<file path="src/rtl/mux_rr_feeder_pkg.sv">
// Shared types and helpers for the round-robin feeder of the 4:1 nibble mux.
package mux_rr_pkg;

    localparam int DW  = 4;
    localparam int NCH = 4;

    typedef logic [1:0]    chan_t;
    typedef logic [DW-1:0] nib_t;

    typedef enum logic {
        IDLE,
        GRANT
    } fsm_t;

    function automatic chan_t next_rr(input chan_t c);
        return c + chan_t'(1);
    endfunction

endpackage

</file>
<file path="src/rtl/mux_rr_feeder_pick.sv">
// Combinational round-robin pick: first full slot at or after ptr, wrapping 3->0.
module mux_rr_pick
    import mux_rr_pkg::*;
(
    input  logic [NCH-1:0] full,
    input  chan_t          ptr,
    output logic           hit,
    output chan_t          idx
);

    chan_t cand;

    // NOTE: every always_comb output gets a default first, so no path can infer a latch.
    always_comb begin
        hit  = 1'b0;
        idx  = ptr;
        cand = '0;
        for (int i = 0; i < NCH; i++) begin
            cand = ptr + chan_t'(i);
            if (!hit && full[cand]) begin
                hit = 1'b1;
                idx = cand;
            end
        end
    end

endmodule

</file>
<file path="src/rtl/mux_rr_feeder.sv">
// Four one-entry request slots scheduled round-robin onto the nibble mux inputs.
// Optional MUX_RR_FEEDER_STATS_EN adds per-channel grant counters and a starve pulse.
module mux_rr_feeder
    import mux_rr_pkg::*;
#(
    parameter int unsigned DWELL = 1    // 1..15
) (
    input  logic              clk,
    input  logic              rst_n,
    input  logic [NCH-1:0]    in_valid,
    input  logic [NCH*DW-1:0] in_data,
    output logic [NCH-1:0]    in_ready,
    output nib_t              a,
    output nib_t              b,
    output nib_t              c,
    output nib_t              d,
    output chan_t             sel,
    output logic              out_valid,
`ifdef MUX_RR_FEEDER_STATS_EN
    output logic [NCH*8-1:0]  grant_cnt,
    output logic              starve,
`endif
    input  logic              out_ready
);

    typedef logic [3:0] dwell_t;
    localparam dwell_t DWELL_INIT = dwell_t'(DWELL - 1);

    fsm_t           state_q, state_d;
    logic [NCH-1:0] full_q, full_d;
    logic [NCH-1:0] in_ready_q, in_ready_d;
    nib_t           slot_q [NCH];
    nib_t           slot_d [NCH];
    chan_t          ptr_q, ptr_d;
    chan_t          sel_q, sel_d;
    logic           out_valid_q, out_valid_d;
    dwell_t         dwell_q, dwell_d;
    logic           xfer;
    logic           pick_hit;
    chan_t          pick_idx;

    mux_rr_pick u_pick (
        .full (full_q),
        .ptr  (ptr_q),
        .hit  (pick_hit),
        .idx  (pick_idx)
    );

    always_comb begin
        state_d     = state_q;
        full_d      = full_q;
        slot_d      = slot_q;
        ptr_d       = ptr_q;
        sel_d       = sel_q;
        out_valid_d = out_valid_q;
        dwell_d     = dwell_q;
        xfer        = 1'b0;

        for (int k = 0; k < NCH; k++) begin
            if (in_valid[k] && in_ready_q[k]) begin
                full_d[k] = 1'b1;
                slot_d[k] = in_data[k*DW +: DW];
            end
        end

        case (state_q)
            IDLE: begin
                if (pick_hit) begin
                    sel_d       = pick_idx;
                    out_valid_d = 1'b1;
                    dwell_d     = DWELL_INIT;
                    state_d     = GRANT;
                end
            end
            GRANT: begin
                // sel and the granted slot stay frozen until the transfer edge.
                xfer = (dwell_q == '0) && out_valid_q && out_ready;
                if (dwell_q != '0) begin
                    dwell_d = dwell_q - dwell_t'(1);
                end
                if (xfer) begin
                    full_d[sel_q] = 1'b0;
                    ptr_d         = next_rr(sel_q);
                    out_valid_d   = 1'b0;
                    state_d       = IDLE;
                end
            end
            default: state_d = IDLE;
        endcase

        in_ready_d = ~full_d;
    end

    // NOTE: slot registers drive the mux pins directly, so they are reset like any control flop.
    // NOTE: sequential state uses non-blocking assignments only, so every flop sees pre-edge values.
    always_ff @(posedge clk or negedge rst_n) begin
        if (!rst_n) begin
            state_q     <= IDLE;
            full_q      <= '0;
            in_ready_q  <= '1;
            ptr_q       <= '0;
            sel_q       <= '0;
            out_valid_q <= 1'b0;
            dwell_q     <= '0;
            for (int k = 0; k < NCH; k++) begin
                slot_q[k] <= '0;
            end
        end else begin
            state_q     <= state_d;
            full_q      <= full_d;
            in_ready_q  <= in_ready_d;
            ptr_q       <= ptr_d;
            sel_q       <= sel_d;
            out_valid_q <= out_valid_d;
            dwell_q     <= dwell_d;
            for (int k = 0; k < NCH; k++) begin
                slot_q[k] <= slot_d[k];
            end
        end
    end

    assign in_ready  = in_ready_q;
    assign a         = slot_q[0];
    assign b         = slot_q[1];
    assign c         = slot_q[2];
    assign d         = slot_q[3];
    assign sel       = sel_q;
    assign out_valid = out_valid_q;

`ifdef MUX_RR_FEEDER_STATS_EN
    logic [NCH*8-1:0] grant_cnt_q, grant_cnt_d;
    logic [3:0]       wait_q [NCH];
    logic [3:0]       wait_d [NCH];
    logic             starve_q, starve_d;

    // A slot's wait count saturates at 9; the starve pulse fires on the 8->9 step.
    always_comb begin
        grant_cnt_d = grant_cnt_q;
        starve_d    = 1'b0;
        for (int k = 0; k < NCH; k++) begin
            wait_d[k] = wait_q[k];
            if (xfer && sel_q == chan_t'(k)) begin
                grant_cnt_d[k*8 +: 8] = grant_cnt_q[k*8 +: 8] + 8'd1;
            end
            if (!full_q[k] || (out_valid_q && sel_q == chan_t'(k))) begin
                wait_d[k] = '0;
            end else if (wait_q[k] != 4'd9) begin
                wait_d[k] = wait_q[k] + 4'd1;
                if (wait_q[k] == 4'd8) begin
                    starve_d = 1'b1;
                end
            end
        end
    end

    always_ff @(posedge clk or negedge rst_n) begin
        if (!rst_n) begin
            grant_cnt_q <= '0;
            starve_q    <= 1'b0;
            for (int k = 0; k < NCH; k++) begin
                wait_q[k] <= '0;
            end
        end else begin
            grant_cnt_q <= grant_cnt_d;
            starve_q    <= starve_d;
            for (int k = 0; k < NCH; k++) begin
                wait_q[k] <= wait_d[k];
            end
        end
    end

    assign grant_cnt = grant_cnt_q;
    assign starve    = starve_q;
`endif

endmodule
</file>
<file path="config.mk">
export PLATFORM = sky130hd
export DESIGN_NAME = mux_rr_feeder
export DESIGN_NICKNAME = d
export VERILOG_FILES = /design/src/rtl/mux_rr_feeder_pkg.sv /design/src/rtl/mux_rr_feeder_pick.sv /design/src/rtl/mux_rr_feeder.sv
export SDC_FILE = /design/constraint.sdc
export NUM_CORES = 1
export LEC_CHECK = 0
export CORE_MARGIN = 4
export CORE_UTILIZATION = 40
export DETAILED_ROUTE_END_ITERATION = 7
export PLACE_DENSITY = 0.7
export REMOVE_ABC_BUFFERS = 1
export SETUP_SLACK_MARGIN = 0.4
export SLEW_MARGIN = 0
export SYNTH_ARGS = -nofsm -noshare
export SYNTH_HDL_FRONTEND = slang
export SYNTH_HIERARCHICAL = 1
export SYNTH_SLANG_ARGS = --single-unit
</file>
<file path="constraint.sdc">
create_clock -name clk -period 5.1 [get_ports clk]
set_clock_uncertainty 0.1 [all_clocks]
set_input_delay 0.51 -clock clk [delete_from_list [all_inputs] [get_ports clk]]
set_output_delay 0.51 -clock clk [all_outputs]
set_load 0.03 [all_outputs]
</file>
# Word-level counts from Yosys, hierarchy flattened
# Cells that the tools add are included.
# word_totals
word_cells	80
reg_bits	34
# classes
order_cmp	6
n_mux	32
n_eq_ne	3
bitwise_logic	4
addsub	5
n_reduce_logical	19
# op_table
cell	n
2-to-1 mux 1 bit	17
2-to-1 mux 4 bit	4
less-than comparator 2 x 3 -> 1 bit (second input constant)	5
logical AND 1 bit	10
binary-select mux 1 bit (select 2 bit)	4
inverter 4 bit	2
one-hot mux 4 bit (2 select lines)	1
AND reduction 2 bit	4
2-to-1 mux 2 bit	3
adder 2 x 1 -> 2 bit (second input constant)	2
adder 2 bit (second input constant)	2
bitwise AND 4 bit	1
logical NOT 4 bit	1
inequality test 2 x 1 -> 1 bit (second input constant)	2
one-hot mux 1 bit (2 select lines)	2
nonzero test 4 bit	1
subtractor 4 x 1 -> 4 bit (second input constant)	1
logical NOT 1 bit	3
demux 1 bit (select 2 bit)	1
>= comparator 2 x 1 -> 1 bit (second input constant)	1
inequality test 2 bit (second input constant)	1
inverter 1 bit	1

# Logic depth before layout (Yosys ltp)
# Gate-level depths: netlist of the first run.
# logic_depth
word_depth	14
depth_mapped	6

# Cells and area by module
# The synthesis of the first run kept the hierarchy.
# modules_own_cells
module	area_each_um2	n_inst	cells_per_inst
mux_rr_feeder	1417.6	1	107
mux_rr_pick	96.3	1	16

# Worst setup path after synthesis of the first run
# OpenSTA, ideal clock, no wires.
# synth_path
path_kind	reg2reg
from	register dwell_q[0]
to	register ptr_q[0]
slack_ps	3400
n_path_buf	0
path_stages_with_launch	6
t_arrival_ps	1475
period_less_slack_ps	1700
setup_ps	125
cell_sequence	dfrtp_1 -> inv_1 -> ha_1 -> or3b_4 -> nor2_4 -> mux2_2
# synth_between
elab_chain_len	4
# synth_lines
element	line_no	source
start, declared	mux_rr_feeder.sv:37	dwell_t dwell_q, dwell_d;
start signal, assigned	mux_rr_feeder.sv:115	dwell_q <= dwell_d;
logical NOT 4 bit	mux_rr_feeder.sv:77	xfer = (dwell_q == '0) && out_valid_q && out_ready;
logical AND 1 bit (2 in series)	mux_rr_feeder.sv:77	
AND reduction 2 bit (no source line)	--	
end signal, assigned	mux_rr_feeder.sv:112	ptr_q <= ptr_d;
end, declared	mux_rr_feeder.sv:34	chan_t ptr_q, ptr_d;
# Every way passes these cells.
# A chain may end at the register's enable or synchronous reset.

# Worst setup path in the final report of the first run
# layout_path
from	register in_ready_q[0] (netlist: in_ready[0])
to	output in_ready[0]
# layout_rtl
element	line_no	source
start, declared	mux_rr_feeder.sv:31	logic [NCH-1:0] in_ready_q, in_ready_d;
start signal, assigned	mux_rr_feeder.sv:111	in_ready_q <= in_ready_d;
end, declared	mux_rr_feeder.sv:12	output logic [NCH-1:0] in_ready,
# No word-level cell between the ends.

==> results_dict.tcl, run 1 <==
set metrics [dict create \
    setup_viol 0 \
    drv_cap 0 \
    outcome "completed" \
    hold_violations 0 \
    synth-seq-cells 34 \
    tightest_slew_ps 420 \
    drtIter0Drc 40 \
    clock_path_buffers 2 \
    crit_path_cell_trace "clkdlybuf4s50_1" \
    firstDrtPassIters 5 \
    port_buffers 45 \
    endpoint_kind "output port" \
    max_freq_mhz 476 \
    slowest_delay_ps 670 \
    routabilityCongestion 0.762 \
    num_vias 1078 \
    cts_resized 0 \
    routed_wl_mm 3.06 \
    drive_above_1_share_pct 21.7 \
    cts-buffers-inserted 5 \
    final_common_cell "clkdlybuf4s50_1" \
    crit_type "reg2out" \
    ys_types 30 \
    rows 22 \
    critPathSlowestCell "clkdlybuf4s50_1" \
    fin_hold_ws_ps 403 \
    initial_utilization_pct 41.4 \
    grt_pass1_wl_mm 5.36 \
    ios 46 \
    fin_nets 202 \
    crit_required_ps 4490 \
    power_density_nw_per_um2 619 \
    syn2layout_area_growth_pct 39.2 \
    final_cell_mix "clkdlybuf4s50_1, dfrtp_1, mux2_2, nand2_1, a21oi_1" \
    fin_util_pct 57.6 \
    post-route-min-period_ps 2100 \
    core_um2 3660 \
    cts_setup_buffers 0 \
    start_kind "flip-flop" \
    avgRoutedWirePerCell_um 13.7 \
    gr-usage-all-layers_pct 13.9 \
    dp.final_hpwl_mm 2.34 \
    cts_htree_levels 2 \
    seq_area_frac_synth_pct 56.5 \
    syn_avg_cell_area_um2 12.3 \
    fin_setup_tns_ps 0 \
    die-width_um 69.5 \
    rsz0062_at_grt "false" \
    cts_tree "yes" \
    antenna_found_initial 0 \
    vdd_drop_max_mv 0.304 \
    via_per_inst 4.83 \
    cts.sinks 34 \
    die_h_um 69.5 \
    root_buffer "clkbuf_8" \
    arrival_ps 1490 \
    p_total_mw 1.30 \
    grt_max_degree 35 \
    r2r_start "dwell_q[0]$_DFFE_PN0P_" \
    cts.reportedPaths.clkPinSlew_ps 60 \
    relSlewSlack_pct 72.0 \
    antennaDiodeCount 0 \
    grt_overflow 0 \
    drc 0 \
    grt_pass1_vias 1174 \
    ant_nets 0 \
    path_buf_inv 1 \
    crit_fanout 3 \
    clk-insertion-delay-late_ps 280 \
    critPathTopFamily "buffers and inverters" \
    hp-start "c[2]$_DFFE_PN0P_" \
    fin_crit_sh_pct 41.2 \
    worstSetupStartpoint "in_ready[0]$_DFF_PN1_" \
    drv_slew 0 \
    hold_path_class "reg2reg" \
    dieArea_um2 4830 \
    leakagePower_nw 0.904 \
    yosys_warnings 6 \
    synthesis.area_um2 1510 \
    postSynthCellCount 123 \
    holdBufCountCts 0 \
]
==> registers in the layout, indices dropped and copies added (netlist names) <==
signal	count
a	4
b	4
state_q	1
c	4
out_valid	1
in_ready	4
dwell_q	4
d	4
ptr_q	2
full_q	4
sel	2
==> final timing paths <==
kind	to	cells after the start	slack (ps)
hold reg to reg	c[2]$_DFFE_PN0P_	1	400
hold / removal	c[2]$_DFFE_PN0P_	1	400
setup / recovery	in_ready[0]	1	3000
min in group asynchronous	b[0]$_DFFE_PN0P_	2	530
max in group asynchronous	in_ready[0]$_DFF_PN1_	2	4030
setup reg to reg	ptr_q[1]$_DFFE_PN0P_	5	3150
==> Yosys cell counts <==
cell type / number / area (um^2)
a21oi_1: 10 / 50.1
dfstp_2: 4 / 105
nor2_4: 1 / 11.3
nand4b_1: 2 / 17.5
nand3b_1: 1 / 7.51
a21o_2: 4 / 35.0
nand3_1: 1 / 5.00
or3_1: 1 / 6.26
nor3_1: 1 / 5.00
a211oi_1: 1 / 7.51
nor3b_1: 1 / 7.51
buf_2: 1 / 5.00
o21ai_0: 5 / 25.0
buf_6: 1 / 11.3
mux2i_1: 1 / 10.0
or3b_4: 1 / 11.3
mux2_2: 18 / 203
a22o_1: 1 / 8.76
a221oi_2: 1 / 15.0
o21bai_1: 1 / 7.51
nand2_1: 11 / 41.3
a21o_1: 1 / 7.51
ha_1: 5 / 62.6
nand2b_1: 3 / 18.8
dfrtp_1: 30 / 751
a2bb2oi_1: 1 / 8.76
nor2_1: 5 / 18.8
inv_1: 6 / 22.5
nor2b_1: 3 / 18.8
and3b_2: 1 / 10.0
==> where the power goes <==
group | internal [mW] | switching [mW] | total (mW)
Combinational | 0.295 | 0.330 | 0.624
Clock | 0.109 | 0.0907 | 0.199
Sequential | 0.395 | 0.0856 | 0.480
==> logic make-up after synthesis <==
family,Yosys count,share of synthesized area [%]
flip-flops,34,56.5
adder cells (fa/ha/maj),5,4.13
multiplexers,19,14.0
AND/OR/NAND/NOR,32,11.8
buffers and inverters,8,2.56
AO/OA/AOI/OAI,25,10.9
==> layout make-up <==
cell class | count | area (um^2)
clock buffer | 7 | 86.3
clock inverter | 1 | 5.00
fill | 308 | 1550
inverter | 6 | 22.5
multi-input combinational | 81 | 619
sequential | 34 | 856
tap | 48 | 60.1
timing repair buffer | 46 | 458
==> per-stage QoR <==
step	setup slack [ps]	area [um^2]	std cells
after floorplan	3300	1500	121
after detailed placement	3160	2020	215
after CTS	2980	2110	223
after global routing	2960	2110	223
after global placement	3180	2020	215
final	3000	2110	223
==> metal layers <==
| layer | vias to the layer above | track usage [%] | routed length (um) |
|---|---|---|---|
| met3 | 4 | 5.65 | 201 |
| met2 | 33 | 23.2 | 1510 |
| met1 | 511 | 15.9 | 1300 |
| met4 | 0 | 4.99 | 42 |
| li1 | 530 | - | - |
| met5 | - | 0 | 0 |
Power figures use the tool's default switching activity.
==> run 2: changes to the inputs <==
--- a/config.mk
+++ b/config.mk
@@ -8,7 +8,7 @@
 export CORE_MARGIN = 4
 export CORE_UTILIZATION = 40
 export DETAILED_ROUTE_END_ITERATION = 7
-export PLACE_DENSITY = 0.7
+export PLACE_DENSITY = 0.73
 export REMOVE_ABC_BUFFERS = 1
 export SETUP_SLACK_MARGIN = 0.4
 export SLEW_MARGIN = 0
==> constraint.sdc (replaced) <==
create_clock -name clk -period 1.8 [get_ports clk]
set_clock_uncertainty 0.1 [all_clocks]
set_input_delay 0.18 -clock clk [delete_from_list [all_inputs] [get_ports clk]]
set_output_delay 0.18 -clock clk [all_outputs]
set_load 0.03 [all_outputs]
==> results_dict.tcl, run 2 (synthesized netlist as in run 1, its figures left out) <==
set metrics [dict create \
    drv_cap 0 \
    cts_tree "yes" \
    n_fill_cell 304 \
    drive_above_1_share_pct 33.2 \
    cts_htree_levels 2 \
    drc 0 \
    crit_path_cell_trace "inv_2 > ha_4 > or3b_4 > nor2_4 > mux2_4" \
    grt_pass1_wl_mm 6.04 \
    power_density_nw_per_um2 1650 \
    dp.final_hpwl_mm 2.60 \
    regArea_um2 856 \
    switchingPower_mw 1.50 \
    switching_share_pct 41.4 \
    arrival_ps 1800 \
    leakagePower_nw 1.01 \
    port_buffers 45 \
    num_vias 1185 \
    cts.reportedPaths.clkPinSlew_ps 70 \
    crit_fanout 4 \
    multi_input_area_um2 657 \
    antennaDiodeCount 0 \
    core_um2 3660 \
    p_int_mw 2.12 \
    syn2layout_area_growth_pct 44.8 \
    ant_nets 0 \
    via_per_inst 5.04 \
    drv_slew 0 \
    outcome "completed" \
    ios 46 \
    firstDrtPassIters 4 \
    die-width_um 69.5 \
    rows 22 \
    cts-buffers-inserted 5 \
    post-route-min-period_ps 1720 \
    fin_area_um2 2190 \
    vdd_drop_max_mv 1.01 \
    holdBufCountCts 0 \
    fin_crit_sh_pct 95.5 \
    grt_pass1_vias 1281 \
    drtIter0Drc 37 \
    relSlewSlack_pct 72.6 \
    final_cell_mix "dfrtp_1, clkdlybuf4s50_1, mux2_2, dlygate4sd2_1" \
    dieArea_um2 4830 \
    final_common_cell "dfrtp_1" \
    grt_overflow 0 \
    antenna_found_initial 0 \
    grt_max_degree 35 \
    rsz0062_at_grt "true" \
    routed_wl_mm 3.65 \
    setup_viol 0 \
    tightest_slew_ps 412 \
    root_buffer "clkbuf_8" \
    critPathSlowestCell "dfrtp_1" \
    clock_path_buffers 2 \
    fin_nets 214 \
    avgRoutedWirePerCell_um 15.5 \
    initial_utilization_pct 41.4 \
    hold_violations 0 \
    start_kind "flip-flop" \
    fin_setup_tns_ps 0 \
    power_frac_comb_pct 46.1 \
    die_h_um 69.5 \
    cts.sinks 34 \
    p_total_mw 3.62 \
    placed_area_um2 2030 \
    crit_required_ps 1880 \
    max_freq_mhz 582 \
    seq_power_share_pct 38.1 \
    endpoint_kind "flip-flop" \
    crit_type "reg2reg" \
    clk-insertion-delay-late_ps 290 \
    hold_path_class "in2async" \
    routabilityCongestion 0.769 \
    slowest_delay_ps 390 \
    clock_power_share_pct 15.8 \
    gr-usage-all-layers_pct 15.5 \
]
-- run 2: what timing repair did --
item                       in CTS  in global routing
setup endpoints to repair      38                 21
setup buffers                   7                  3
hold endpoints to repair        0                  0
pin swaps                       3                  6
gates resized for setup        49                  7
-- run 2: final cells by class --
type,count,share of cell area (%)
Clock buffer,7,3.94
Clock inverter,1,0.228
Inverter,6,1.03
Multi-Input combinational cell,81,30.0
Sequential cell,34,39.0
Tap cell,48,2.74
Timing Repair Buffer,58,23.1
-- run 2: critical path: cells and delay by family (launching register included) --
| family | cells | cell delay [ps] |
|---|---|---|
| fa+ha+maj | 1 | 130 |
| flops | 1 | 390 |
| simple gates | 2 | 580 |
| buf+inv | 1 | 90 |
| mux | 1 | 310 |
-- run 2: through the flow --
| stage | setup WS, ps | utilization (%) | instances | hold slack [ps] |
|---|---|---|---|---|
| 6_report | 81.2 | 59.9 | 235 | 194 |
| 5_1_grt | 22.9 | 59.9 | 235 | 224 |
| 4_1_cts | 151 | 59.1 | 232 | 207 |
| 3_5_place_dp | 11.5 | 55.5 | 217 | 404 |
| 3_3_place_gp | 71.0 | 55.5 | 217 | 391 |
| 2_1_floorplan | -3.45 | - | 121 | -216 |
-- run 2: path summary, 6_finish.rpt --
kind	from	to	slack (ps)	cells past startpoint
worst max-delay path	dwell_q[1]$_DFFE_PN0P_	ptr_q[0]$_DFFE_PN0P_	80	5
worst min-delay path	rst_n	sel[1]$_DFFE_PN0P_	190	2
worst max register to register	dwell_q[1]$_DFFE_PN0P_	ptr_q[0]$_DFFE_PN0P_	80	5
worst min register to register	d[1]$_DFFE_PN0P_	d[1]$_DFFE_PN0P_	410	1
max in group asynchronous	rst_n	in_ready[0]$_DFF_PN1_	1080	2
min in group clk	d[1]$_DFFE_PN0P_	d[1]$_DFFE_PN0P_	410	1
-- run 2: power groups by stage --
stage | sequential (mW) | combinational [mW] | clock [mW]
floorplan | 1.85 | 0.572 | 0
global placement | 1.36 | 1.78 | 0
detailed placement | 1.40 | 1.83 | 0
CTS | 1.38 | 1.68 | 0.580
global route | 1.44 | 1.79 | 0.623
finish | 1.38 | 1.67 | 0.573
-- run 2: metal layers --
metal | global-route usage, % | wire (um) | vias to the layer above
met5 | 0 | 0 | -
met4 | 4.56 | 45 | 0
met3 | 6.09 | 182 | 8
met2 | 27.4 | 2040 | 25
met1 | 17.2 | 1380 | 601
li1 | - | - | 551
==> run 3: changes to the inputs <==
--- a/config.mk
+++ b/config.mk
@@ -8,7 +8,7 @@
 export CORE_MARGIN = 4
 export CORE_UTILIZATION = 40
 export DETAILED_ROUTE_END_ITERATION = 7
-export PLACE_DENSITY = 0.73
+export PLACE_DENSITY = 0.7
 export REMOVE_ABC_BUFFERS = 1
 export SETUP_SLACK_MARGIN = 0.4
 export SLEW_MARGIN = 0
==> constraint.sdc (replaced) <==
create_clock -name clk -period 2.19 [get_ports clk]
set_clock_uncertainty 0.1 [all_clocks]
set_input_delay 0.219 -clock clk [delete_from_list [all_inputs] [get_ports clk]]
set_output_delay 0.219 -clock clk [all_outputs]
set_load 0.03 [all_outputs]
==> results_dict.tcl, run 3 (synthesized netlist as in run 1, its figures left out) <==
set metrics [dict create \
    antenna_found_initial 0 \
    r2r_start "dwell_q[0]$_DFFE_PN0P_" \
    n_fill_cell 293 \
    post-route-min-period_ps 1740 \
    final_cell_mix "clkdlybuf4s50_1, dfrtp_1, mux2_2, nand2_1, a21oi_1" \
    firstDrtPassIters 4 \
    ff2ff_setup_slack_ps 450 \
    max_freq_mhz 575 \
    via_per_inst 4.93 \
    core_um2 3660 \
    setup_viol 0 \
    syn2layout_area_growth_pct 41.3 \
    fin_util_pct 58.4 \
    met2WireLength_mm 1.63 \
    endpoint_kind "flip-flop" \
    drive_above_1_share_pct 25.7 \
    port_buffers 45 \
    power_frac_comb_pct 48.7 \
    cts-buffers-inserted 5 \
    start_kind "flip-flop" \
    ant_nets 0 \
    avgRoutedWirePerCell_um 13.6 \
    multi_input_area_um2 632 \
    hold_violations 0 \
    tightest_slew_ps 415 \
    root_buffer "clkbuf_8" \
    num_vias 1120 \
    wirelength_met1_mm 1.25 \
    die-width_um 69.5 \
    switching_share_pct 39.2 \
    gr-usage-all-layers_pct 13.7 \
    r2r-end "ptr_q[1]$_DFFE_PN0P_" \
    drv_slew 0 \
    wl_met3_um 184 \
    dieArea_um2 4830 \
    switchingPower_mw 1.17 \
    drtIter0Drc 54 \
    grt_pass1_vias 1136 \
    clock_path_buffers 2 \
    seq_power_share_pct 37.4 \
    final_common_cell "clkdlybuf4s50_1" \
    p_int_mw 1.82 \
    crit_type "reg2reg" \
    drv_cap 0 \
    drc 0 \
    ios 46 \
    fin_setup_tns_ps 0 \
    clk-insertion-delay-late_ps 280 \
    dp.final_hpwl_mm 2.38 \
    fin_hold_ws_ps 246 \
    relSlewSlack_pct 72.4 \
    routabilityCongestion 0.749 \
    worstSetupStartpoint "dwell_q[0]$_DFFE_PN0P_" \
    grt_overflow 0 \
    cts_tree "yes" \
    leakagePower_nw 0.938 \
    grt_pass1_wl_mm 5.22 \
    fin_nets 207 \
    grt_max_degree 35 \
    fin_crit_sh_pct 79.4 \
    hold_path_class "in2async" \
    outcome "completed" \
    clock_power_share_pct 13.9 \
    regArea_um2 856 \
    die_h_um 69.5 \
    cts_htree_levels 2 \
    rr_worst_depth 5 \
    rows 22 \
    rsz0062_at_grt "false" \
    cts.sinks 34 \
    crit_fanout 4 \
    antennaDiodeCount 0 \
    vdd_drop_max_mv 0.691 \
    crit_required_ps 2250 \
    routed_wl_mm 3.08 \
    arrival_ps 1800 \
    initial_utilization_pct 41.4 \
    power_density_nw_per_um2 1400 \
    cts.reportedPaths.clkPinSlew_ps 60 \
    top_layer "met4" \
]
## run 3: cell count changes in the layout (fill, tap and decap cells not counted), moves of 4 or more
cell / previous run / this run
clkdlybuf4s50_1: 22 / 41
dlygate4sd2_1: 16 / 4
buf_4: 11 / 6
buf_2: 4 / 0
## run 3: worst max-delay path by stage
stage | endpoint | depth (start not counted)
after floorplan | ptr_q[0]$_DFFE_PN0P_ | 5
after global placement | ptr_q[1]$_DFFE_PN0P_ | 5
after detailed placement | ptr_q[1]$_DFFE_PN0P_ | 5
after CTS | ptr_q[1]$_DFFE_PN0P_ | 5
after global routing | ptr_q[1]$_DFFE_PN0P_ | 5
final | ptr_q[1]$_DFFE_PN0P_ | 5
## run 3: critical path: stages (launching register included)
cell and delay (ps):
dfrtp_1 400, inv_2 90, ha_4 140, or3b_4 400, nor2_4 160, mux2_2 340
## run 3: timing repair
item                                    CTS  global route
gates cloned                              0             0
endpoints found under the hold margin     0             0
endpoints found under the setup margin    6             2
buffers inserted                          2             3
hold buffers                              0             0
pin swaps                                 1             1
resized for setup                         4             4
## run 3: power groups by stage
stage	registers, mW	clock network [mW]	logic (mW)
finish	1.12	0.415	1.46
global placement	1.11	0	1.45
floorplan	1.52	0	0.470
CTS	1.12	0.435	1.47
global route	1.16	0.467	1.55
detailed placement	1.13	0	1.47
## run 3: per-layer routing
metal / vias to the layer above / track usage (%)
met2: 32 / 23.2
met3: 4 / 6.67
met1: 543 / 15.3
li1: 541 / -
met5: - / 0
met4: 0 / 3.90
## run 3: layout make-up
cell class / instances / area share, %
Sequential cell: 34 / 40.0
Multi-Input combinational cell: 81 / 29.5
Timing Repair Buffer: 51 / 22.9
Clock buffer: 5 / 3.22
Tap cell: 48 / 2.81
Inverter: 6 / 1.05
Clock inverter: 2 / 0.468
## run 3: per-stage QoR
step | cells | cell area [um^2] | worst slack, ps | total power, mW
final | 227 | 2140 | 451 | 2.99
after global routing | 227 | 2140 | 399 | 3.18
after CTS | 224 | 2100 | 417 | 3.03
after detailed placement | 215 | 2020 | 264 | 2.60
after global placement | 215 | 2020 | 326 | 2.56
after floorplan | 121 | 1500 | 387 | 1.99
